`src/rtl/serial_tx.sv`:
```
`default_nettype none
// ============================================================================
// Module   : serial_tx
// Purpose  : Framed serial transmitter. It accepts a parallel word over a
//            valid/ready handshake and sends a start bit, then the data bits
//            LSB first, then a stop bit. Each bit is held on the line for
//            CLKS_PER_BIT clock cycles.
// Revision : 1.0 - initial release
// ============================================================================
module serial_tx #(
    parameter int DATA_WIDTH   = 8,
    parameter int CLKS_PER_BIT = 4
) (
    input  logic                  clk,
    input  logic                  i_rst,
    input  logic [DATA_WIDTH-1:0] i_data,
    input  logic                  i_valid,
    output logic                  o_ready,
    output logic                  o_tx,
    output logic                  o_busy,
    output logic                  o_done
);

    localparam int c_BAUD_W = (CLKS_PER_BIT > 1) ? $clog2(CLKS_PER_BIT) : 1;
    localparam int c_BIT_W  = (DATA_WIDTH > 1) ? $clog2(DATA_WIDTH) : 1;

    localparam logic [1:0] c_IDLE  = 2'd0;
    localparam logic [1:0] c_START = 2'd1;
    localparam logic [1:0] c_DATA  = 2'd2;
    localparam logic [1:0] c_STOP  = 2'd3;

    // Last baud count of a bit, and the count one before it. The second
    // value lets o_done be registered so that it rises exactly on the final
    // stop cycle. When CLKS_PER_BIT is 1, this value wraps and is never
    // used, because every STOP cycle is then the terminal one.
    localparam logic [c_BAUD_W-1:0] c_BAUD_LAST = c_BAUD_W'(CLKS_PER_BIT - 1);
    localparam logic [c_BAUD_W-1:0] c_BAUD_PRE  = c_BAUD_W'(CLKS_PER_BIT - 2);
    localparam logic [c_BIT_W-1:0]  c_BIT_LAST  = c_BIT_W'(DATA_WIDTH - 1);

    logic [1:0]            r_state;
    logic [DATA_WIDTH-1:0] r_shift;
    logic [c_BAUD_W-1:0]   r_baud;
    logic [c_BIT_W-1:0]    r_bit;
    logic                  r_tx;
    logic                  r_done;

    logic                  w_baud_end;
    logic [DATA_WIDTH-1:0] w_shift_next;

    assign w_baud_end   = (r_baud == c_BAUD_LAST);
    assign w_shift_next = r_shift >> 1;

    // Handshake and status decode. Reset masks ready so that a word offered
    // during reset is never reported as accepted.
    assign o_ready = (r_state == c_IDLE) && !i_rst;
    assign o_busy  = (r_state != c_IDLE);
    assign o_tx    = r_tx;
    assign o_done  = r_done;

    // Frame sequencer. r_tx is loaded one edge ahead, with the level the
    // line must carry in the next cycle.
    always_ff @(posedge clk) begin
        if (i_rst) begin
            r_state <= c_IDLE;
            r_shift <= '0;
            r_baud  <= '0;
            r_bit   <= '0;
            r_tx    <= 1'b1;
            r_done  <= 1'b0;
        end else begin
            r_done <= 1'b0;
            case (r_state)
                c_IDLE: begin
                    r_tx <= 1'b1;
                    if (i_valid) begin
                        r_shift <= i_data;
                        r_baud  <= '0;
                        r_bit   <= '0;
                        r_tx    <= 1'b0;
                        r_state <= c_START;
                    end
                end

                c_START: begin
                    if (w_baud_end) begin
                        r_baud  <= '0;
                        r_tx    <= r_shift[0];
                        r_state <= c_DATA;
                    end else begin
                        r_baud <= r_baud + c_BAUD_W'(1);
                    end
                end

                c_DATA: begin
                    if (w_baud_end) begin
                        r_baud  <= '0;
                        r_shift <= w_shift_next;
                        if (r_bit == c_BIT_LAST) begin
                            r_bit   <= '0;
                            r_tx    <= 1'b1;
                            r_done  <= (CLKS_PER_BIT == 1);
                            r_state <= c_STOP;
                        end else begin
                            r_bit <= r_bit + c_BIT_W'(1);
                            r_tx  <= w_shift_next[0];
                        end
                    end else begin
                        r_baud <= r_baud + c_BAUD_W'(1);
                    end
                end

                c_STOP: begin
                    r_tx <= 1'b1;
                    if (w_baud_end) begin
                        r_baud  <= '0;
                        r_state <= c_IDLE;
                    end else begin
                        r_baud <= r_baud + c_BAUD_W'(1);
                        r_done <= (r_baud == c_BAUD_PRE);
                    end
                end

                default: begin
                    r_tx    <= 1'b1;
                    r_state <= c_IDLE;
                end
            endcase
        end
    end

endmodule
`default_nettype wire

```
`config.mk`:
```
export PLATFORM = sky130hd
export DESIGN_NAME = serial_tx
export DESIGN_NICKNAME = d
export VERILOG_FILES = /design/src/rtl/serial_tx.sv
export SDC_FILE = /design/constraint.sdc
export NUM_CORES = 1
export LEC_CHECK = 0
export ABC_AREA = 1
export BUFFER_PORTS_ARGS = -buffer_cell sky130_fd_sc_hd__buf_4
export CAP_MARGIN = 30
export CORE_ASPECT_RATIO = 0.75
export CORE_MARGIN = 2
export CORE_UTILIZATION = 25
export CTS_BUF_LIST = sky130_fd_sc_hd__clkbuf_4 sky130_fd_sc_hd__clkbuf_8
export DETAILED_ROUTE_END_ITERATION = 10
export PLACE_DENSITY = 0.39
export SLEW_MARGIN = 25
export SYNTH_ARGS = -nofsm -noshare
export SYNTH_HDL_FRONTEND = slang
export SYNTH_SLANG_ARGS = --single-unit
export TNS_END_PERCENT = 20
```
`constraint.sdc`:
```
create_clock -name clk -period 1.5 [get_ports clk]
set_input_delay 0.3 -clock clk [delete_from_list [all_inputs] [get_ports clk]]
set_output_delay 0.3 -clock clk [all_outputs]
set_load 0.03 [all_outputs]
```
After elaboration in Yosys (flattened, before gate mapping)
Index checks and enable logic that the tools add are counted.

cells by class
  $add $sub $neg = 2
  eq/ne operators = 11
  shift operators = 0
  multiplexer cells = 21
  bitwise operators = 1
  multipliers = 0
  order comparisons = 0
  div/mod/pow operators = 0
  reduce and logical (&&, ||, !) cells = 10

operators by type and width
  kind                                                                    count
  8-bit 2-to-1 mux                                                        2
  8-bit one-hot mux with 2 select lines                                   1
  2-bit 2-to-1 mux                                                        7
  2-bit inequality test (second input constant)                           5
  3-bit 2-to-1 mux                                                        3
  2-bit equality test (second input constant)                             4
  2-bit one-hot mux with 4 select lines                                   1
  3-bit one-hot mux with 2 select lines                                   1
  3-bit OR reduction                                                      2
  5-bit AND reduction                                                     1
  1-bit 2-to-1 mux                                                        4
  1-bit one-hot mux with 4 select lines                                   1
  2-bit one-hot mux with 2 select lines                                   1
  2-bit nonzero test                                                      2
  3-bit by 1-bit adder with 3-bit output (second input constant)          1
  3-bit equality test (second input constant)                             1
  3-bit AND reduction                                                     1
  2-bit by 1-bit adder with 2-bit output (second input constant)          1
  2-bit by 1-bit equality test with 1-bit output (second input constant)  1
  2-bit logical NOT                                                       1
  2-bit AND reduction                                                     1
  1-bit logical AND                                                       1
  1-bit logical NOT                                                       1
  1-bit NOT                                                               1

storage, ports and cells
  latch bits = 0
  memories kept = 0
  flip-flop bits (word level) = 17
  ROM bits = 0
  output and inout port bits = 4
  RAM bits = 0
  logic and storage cells = 51

Depth between registers and ports, before layout
Gate-level depths: netlist of run 1.

  word-level depth = 4
  mapped depth = 9

Worst setup path after synthesis of run 1
Ideal clock, no wire load.

  path type = register to register
  from = register r_state[0]
  to = register r_bit[2]
  buffers on the path = 1
  clock period less this slack = 1477 ps
  slack = 23 ps
  data arrival time = 1407 ps
  stages on the path, launching flop included = 9
  path through = dfxtp_1 inv_1 ha_1 inv_1 nand2_1 nand2_4 buf_8 nand2_2 a21oi_1

between the ends
  cells in the longest elaborated chain, start to end = 3

ends and longest elaborated chain
  element                                                                              line  source
  start: declaration                                                                   40    logic [1:0] r_state;
  start signal: assignment                                                             64    r_state <= c_IDLE;
  start signal: assignment                                                             80    r_state <= c_START;
  start signal: assignment                                                             88    r_state <= c_DATA;
  2-bit equality test / 2-bit logical NOT (equally long branches)                      72    case (r_state)
  2-bit inequality test (no source line) / 2-bit nonzero test (equally long branches)  --
  3-bit AND reduction (no source line)                                                 --
  end signal: assignment                                                               104   r_bit <= r_bit + c_BIT_W'(1);
  end: declaration                                                                     43    logic [c_BIT_W-1:0] r_bit;

Several ways; a longest one is shown, not always the timed one.
A chain may end at the register's enable or synchronous reset.

Worst setup path in the final report of run 1
  from = register r_state[1]
  to = output o_ready

between the ends
  cells in the longest elaborated chain, start to end = 2

ends and longest elaborated chain
  element            line  source
  2-bit logical NOT  55    assign o_ready = (r_state == c_IDLE) && !i_rst;
  1-bit logical AND  55
  end: declaration   18    output logic o_ready,

Every way passes these cells.

==> results.py, run 1 <==
metrics = {
    "outcome": {
        "outcome": "finished clean",
    },
    "sta": {
        "report.final.slew_viol_count": 0,
        "setup-tns-final_ns": 0,
        "whs_ns": 0.262,
        "post-route-min-period_ns": 1.41,
        "rsz0062_at_grt": "no",
        "setup_slack_ns": 0.0858,
        "post-route-period-util_pct": 94.3,
        "worstMarginPinSlew_ns": 0.402,
        "slew_headroom_pct": 73.2,
        "skew_ns": 0.00211,
        "setup_viol": 0,
        "hold_viol": 0,
        "fmax_ghz": 0.707,
    },
    "die": {
        "dieHeight_um": 58.0,
        "core_area_sq_um": 3680,
        "start_util_pct": 26.4,
        "dieArea_sq_um": 4410,
        "die_w_um": 76.0,
        "io_pins": 15,
        "fp-row-count": 19,
    },
    "grt": {
        "grt_overflow": 0,
        "grt_busiest_layer": "met2",
        "gr-usage-met1_pct": 14.1,
        "grt_first_pass_wirelength_um": 3680,
        "met2_usage_pct": 17.0,
        "first_global_vias": 818,
        "grt_max_degree": 20,
        "grtUsageMet3_pct": 3.89,
        "antenna_found_initial": 0,
        "track_usage_pct": 10.7,
    },
    "routing": {
        "ant_nets": 0,
        "drc": 0,
        "firstDrtPassIters": 4,
        "via_count": 879,
        "drt_iter0_markers": 21,
        "vias_per_cell": 4.09,
        "routed_wirelength_um": 2120,
        "routedWlPerCell_um": 9.84,
    },
    "cts": {
        "numCtsBuffers": 3,
        "cts_root_buf": "clkbuf_8",
        "insertion_delay_ns": 0.25,
        "cts_hold_buf": 0,
        "clock_path_buffers": 2,
        "cts_setup_buffers": 0,
        "cts.sinks": 17,
        "clkTransAtPathRegs_ns": 0.07,
        "cts_htree_levels": 1,
        "tritoncts": "built",
    },
    "final_layout": {
        "regArea_sq_um": 345,
        "syn_to_final_growth_pct": 26.4,
        "n_fill_cell": 397,
        "drive_gt1_share_pct": 22.1,
        "nets": 184,
        "multi_input_area_sq_um": 553,
        "num_antenna_cells": 0,
    },
    "place": {
        "portBuffers": 14,
        "dp_hpwl_um": 1640,
        "dpl_worst_slack_ns": 0.0952,
        "gp_congestion": 0.757,
    },
    "power_and_ir_drop": {
        "p_per_area_nw_per_um2": 1790,
        "p_total_mw": 2.20,
        "vdd_ir_drop_max_v": 0.000567,
        "p_leak_nw": 0.631,
    },
    "critical_path": {
        "worst-setup-path-type": "reg -> out",
        "cp-end-kind": "output port",
        "crit_required_ns": 1.20,
        "cpMostUsedCell": "inv_2",
        "cp.arrival_ns": 1.11,
        "cp.buffers_inverters": 3,
        "cp_slowest_cell": "dfxtp_4",
        "cpPeakStageDelay_ns": 0.36,
        "cp_max_fo": 4,
        "critPathTopFamily": "flip-flops",
        "cp-start-kind": "register",
        "crit_chain": "inv_2 > ha_4 > inv_2 > nor2_1 > buf_4",
    },
    "yosys": {
        "synth_seq_area_share_pct": 35.0,
        "synthCells": 144,
        "yosysUniqueCellTypes": 18,
        "syn_nets": 164,
        "yosys_register_bits": 17,
        "yosys_warnings": 0,
        "synth_area_sq_um": 972,
        "syn_area_per_cell_sq_um": 6.75,
    },
    "job": {
        "drv_cap": 0,
    },
    "hold_path": {
        "hp-class": "in -> reg",
    },
}
[power by group]
part | internal (mW) | switching [mW]
logic | 0.436 | 0.736
registers | 0.600 | 0.0764
clock network | 0.206 | 0.150
[registers in the layout, summed over array words and instances, names as in the netlist]
signal,flops
r_bit,3
o_done,1
r_baud,2
o_tx,1
r_state,2
r_shift,8
[worst paths after layout]
kind	from	end	slack [ns]	depth (start not counted)
worst max-delay path	r_state[1]	o_ready	0.09	5
worst min-delay path	i_rst	r_bit[2]	0.26	2
worst max register to register	r_bit[0]	r_state[0]	0.12	7
worst min register to register	r_bit[1]	r_bit[1]	0.47	2
[stage by stage]
step                std cells  util [%]  cell area (sq um)
global placement          211      31.2               1150
global route              215      33.3               1230
finish                    215      33.3               1230
detailed placement        211      31.2               1150
CTS                       215      32.6               1200
floorplan                 144         -                972
[what timing repair did]
action,in CTS,in global routing
gates resized for setup,3,8
pin swaps,0,1
cloned,0,0
endpoints found under the setup margin,2,8
[synthesized netlist by cell type]
cell / count / area, sq um
o211a_1: 1 / 10.0
buf_8: 1 / 15.0
a21o_1: 1 / 7.51
or2_1: 1 / 6.26
nand2_1: 33 / 124
nand2_4: 1 / 11.3
inv_2: 2 / 7.51
ha_1: 9 / 113
inv_1: 19 / 71.3
nand3_1: 7 / 35.0
nor2_1: 28 / 105
buf_2: 1 / 5.00
clkbuf_1: 1 / 3.75
a21oi_1: 4 / 20.0
nand4_1: 2 / 12.5
nand2_2: 4 / 25.0
o21ai_0: 12 / 60.1
dfxtp_1: 17 / 340
[area by class of cell]
type / instances / area share, %
tap: 52 / 5.30
multi-input combinational: 103 / 45.0
timing repair buffer: 18 / 11.0
clock buffer: 4 / 3.97
sequential: 17 / 28.1
inverter: 21 / 6.62
[worst register-to-register path: stages, from the launching register on]
cell,delay [ns]
dfxtp_1,0.33
ha_1,0.20
ha_1,0.22
or2_1,0.27
nand2_1,0.07
nor2_1,0.06
nor2_1,0.08
nor2_1,0.05
[kinds of logic (layout without fill, tap and decap cells)]
| logic type | after synthesis | in the layout | share of synthesized area, % |
|---|---|---|---|
| flops | 17 | 17 | 35.0 |
| fa+ha+maj | 9 | 9 | 11.6 |
| compound gates | 18 | 18 | 10.0 |
| simple gates | 76 | 76 | 32.8 |
| buf+inv | 24 | 43 | 10.6 |
[routing by layer]
metal	up-vias	wire, um
met5	-	0
li1	482	-
met2	8	912
met3	2	54
met1	387	1130
met4	0	16
[placed cells by master, fill, tap and decap left out, types with 4 or more instances in the layout]
cell and instances:
nand2_1 33, nor2_1 28, buf_4 18, inv_1 16, dfxtp_1 15, o21ai_0 12
nand3_1 7, ha_1 7, inv_2 4, nand2_2 4, a21oi_1 4
(Power assumes the default switching activity.)
==> run 2: changes to the inputs <==
Settings changed: ABC_AREA 1 to not set.
==> run 2 against run 1 <==
Global-route usage grew 1.8 points. The flow now finishes with violations (negative setup slack). Wire length grew 18%. Via count shrank 7.1%. Critical path depth is the same. Sequential power grew 3.1%. Register-to-register slack lost 0.15 ns. Critical endpoint is now r_bit[0]. Hold slack gained 0.12 ns. Combinational power grew 62%. Die area shrank 5.6%. Utilization grew 7.4 points. First-iteration DRC count grew 57%.
==> results.py, run 2 <==
metrics = {
    "die": {
        "fp-row-count": 18,
        "start_util_pct": 26.9,
        "die_w_um": 73.8,
        "io_pins": 15,
        "dieHeight_um": 56.4,
        "core_area_sq_um": 3400,
        "dieArea_sq_um": 4160,
    },
    "sta": {
        "skew_ns": 0.00121,
        "whs_ns": 0.380,
        "post-route-min-period_ns": 1.53,
        "setup_slack_ns": -0.0264,
        "fmax_ghz": 0.655,
        "post-route-period-util_pct": 102,
        "worstMarginPinSlew_ns": 0.326,
        "setup_viol": 1,
        "slew_headroom_pct": 78.0,
        "hold_viol": 0,
        "rsz0062_at_grt": "yes",
        "report.final.slew_viol_count": 0,
    },
    "yosys": {
        "synthMostInstantiatedCell": "dfxtp_1",
        "synth_commonest_cells": "dfxtp_1 (17), a21oi_1 (13), ha_1 (9), mux2i_1 (9), a211oi_1 (8)",
        "synth_seq_area_share_pct": 37.2,
        "synth_top_area_share_pct": 37.2,
        "synthCells": 96,
        "synth_area_sq_um": 915,
        "synth_top_area_cell": "dfxtp_1",
        "async_reset_ff_share_pct": 0,
        "yosys_warnings": 0,
        "syn_nets": 116,
        "synth_area_leaders": "dfxtp_1 (37%), ha_1 (12%), mux2i_1 (9.8%)",
        "synth_ff_type": "dfxtp_1",
        "synth_edf_count": 0,
        "syn_area_per_cell_sq_um": 9.53,
        "yosys_register_bits": 17,
        "yosysUniqueCellTypes": 26,
    },
    "power_and_ir_drop": {
        "p_per_area_nw_per_um2": 2130,
        "vdd_ir_drop_max_v": 0.000558,
        "p_total_mw": 2.96,
        "p_leak_nw": 0.539,
    },
    "routing": {
        "drt_iter0_markers": 33,
        "vias_per_cell": 4.70,
        "firstDrtPassIters": 4,
        "routed_wirelength_um": 2500,
        "ant_nets": 0,
        "via_count": 817,
        "routedWlPerCell_um": 14.4,
        "drc": 0,
    },
    "final_layout": {
        "final_cell_area_sq_um": 1390,
        "nets": 145,
        "largest_reg_flops": 8,
        "final_cell_mix": "buf_4 (26), dfxtp_1 (14), a21oi_1 (9)",
        "num_antenna_cells": 0,
        "drive_gt1_share_pct": 50.8,
        "final_cells": 174,
        "layout_commonest_cell": "buf_4",
        "largest_registers": "r_shift: 8 flops, r_bit: 3 flops",
        "top_register": "r_shift",
        "syn_to_final_growth_pct": 51.6,
    },
    "place": {
        "portBuffers": 14,
        "gp_congestion": 0.731,
        "place_area_sq_um": 1180,
        "place_inst": 169,
        "dp_hpwl_um": 1780,
    },
    "critical_path": {
        "worst-setup-path-type": "reg -> reg",
        "regToRegSetupSlack_ns": -0.03,
        "rr_startpoint": "r_bit[0]",
        "r2r_cells": 5,
        "cp-start-kind": "register",
        "r2r_end": "r_bit[0]",
        "cp_max_fo": 3,
        "cp-end-kind": "register",
        "cp.arrival_ns": 1.71,
        "crit_required_ns": 1.68,
    },
    "hold_path": {
        "hp-start": "i_data[7]",
        "min_to": "r_shift[7]",
        "hold_depth": 3,
        "hp-class": "in -> reg",
    },
    "cts": {
        "tritoncts": "built",
        "clkTransAtPathRegs_ns": 0.06,
        "cts_htree_levels": 1,
        "clock_path_buffers": 2,
        "numCtsBuffers": 3,
        "insertion_delay_ns": 0.25,
        "cts.sinks": 17,
        "cts_root_buf": "clkbuf_8",
    },
    "outcome": {
        "outcome": "finished with violations",
        "violations": "negative setup slack",
    },
    "job": {
        "drv_cap": 0,
    },
    "grt": {
        "grt_overflow": 0,
        "grt_first_pass_wirelength_um": 3890,
        "grt_max_degree": 20,
        "first_global_vias": 761,
        "antenna_found_initial": 0,
        "track_usage_pct": 12.4,
    },
}
-- run 2: cell types whose count changed in the layout (fill, tap and decap cells not counted), sizes merged, moves of 4 or more --
cell	previous run	this run
nand2	38	2
nor2	28	2
inv	21	4
buf	18	30
a21oi	4	13
mux2i	0	9
a211oi	0	8
nand3	7	0
o21ai	12	5
nand2b	0	4
-- run 2: through the flow --
step | util [%] | setup slack [ns] | TNS [ns]
after floorplan | - | -0.0495 | -0.0778
after global placement | 34.6 | -0.174 | -0.778
after detailed placement | 34.6 | -0.158 | -1.23
after CTS | 37.5 | -0.0174 | -0.0174
after global routing | 40.8 | -0.0687 | -0.300
final | 40.8 | -0.0264 | -0.0264
-- run 2: repair_timing --
action | in CTS | in global routing
hold buffers | 0 | 0
resized for setup | 15 | 25
endpoints found under the setup margin | 17 | 17
pin swaps | 3 | 6
buffers inserted | 1 | 0
-- run 2: worst max-delay path by stage --
stage	from	endpoint	slack (ns)	cells after the start
2_1_floorplan	r_state[0]	r_bit[0]	-0.05	6
3_3_place_gp	r_state[0]	r_state[0]	-0.17	6
3_5_place_dp	r_state[1]	r_bit[0]	-0.16	5
4_1_cts	r_state[1]	r_bit[0]	-0.02	5
5_1_grt	r_state[0]	r_state[1]	-0.07	7
6_report	r_bit[0]	r_bit[0]	-0.03	5
-- run 2: worst max-delay path, cell delays in order, from the launching register on --
cell and delay [ns]:
dfxtp_2 0.34, ha_1 0.19, ha_1 0.20, nand2b_4 0.15, or4_4 0.43, a21oi_4 0.15
-- run 2: cell type report --
cell class | count | area [sq um]
Multi-Input combinational cell | 69 | 657
Inverter | 4 | 22.5
Clock buffer | 4 | 48.8
Timing Repair Buffer | 30 | 249
Tap cell | 50 | 62.6
Sequential cell | 17 | 347
Fill cell | 344 | 2010
-- run 2: logic make-up (layout without fill, tap and decap cells) --
logic type	count (synthesis)	after routing	share of synthesized area, %
fa+ha+maj	9	9	12.3
simple gates	19	19	12.9
compound gates	31	31	21.2
buf+inv	10	38	5.33
flops	17	17	37.2
mux	10	10	11.1
-- run 2: where the power goes --
part / switching, mW / internal, mW / total (mW)
Sequential: 0.100 / 0.597 / 0.697
Clock: 0.152 / 0.206 / 0.358
Combinational: 0.936 / 0.966 / 1.90
-- run 2: metal layers --
metal / GRT usage [%] / share of wire [%] / vias to the layer above
met2: 16.2 / 43 / 10
met3: 4.13 / 3.6 / 2
li1: - / - / 414
met1: 19.8 / 53 / 391
met4: 1.56 / 0.60 / 0
met5: 0 / 0 / -
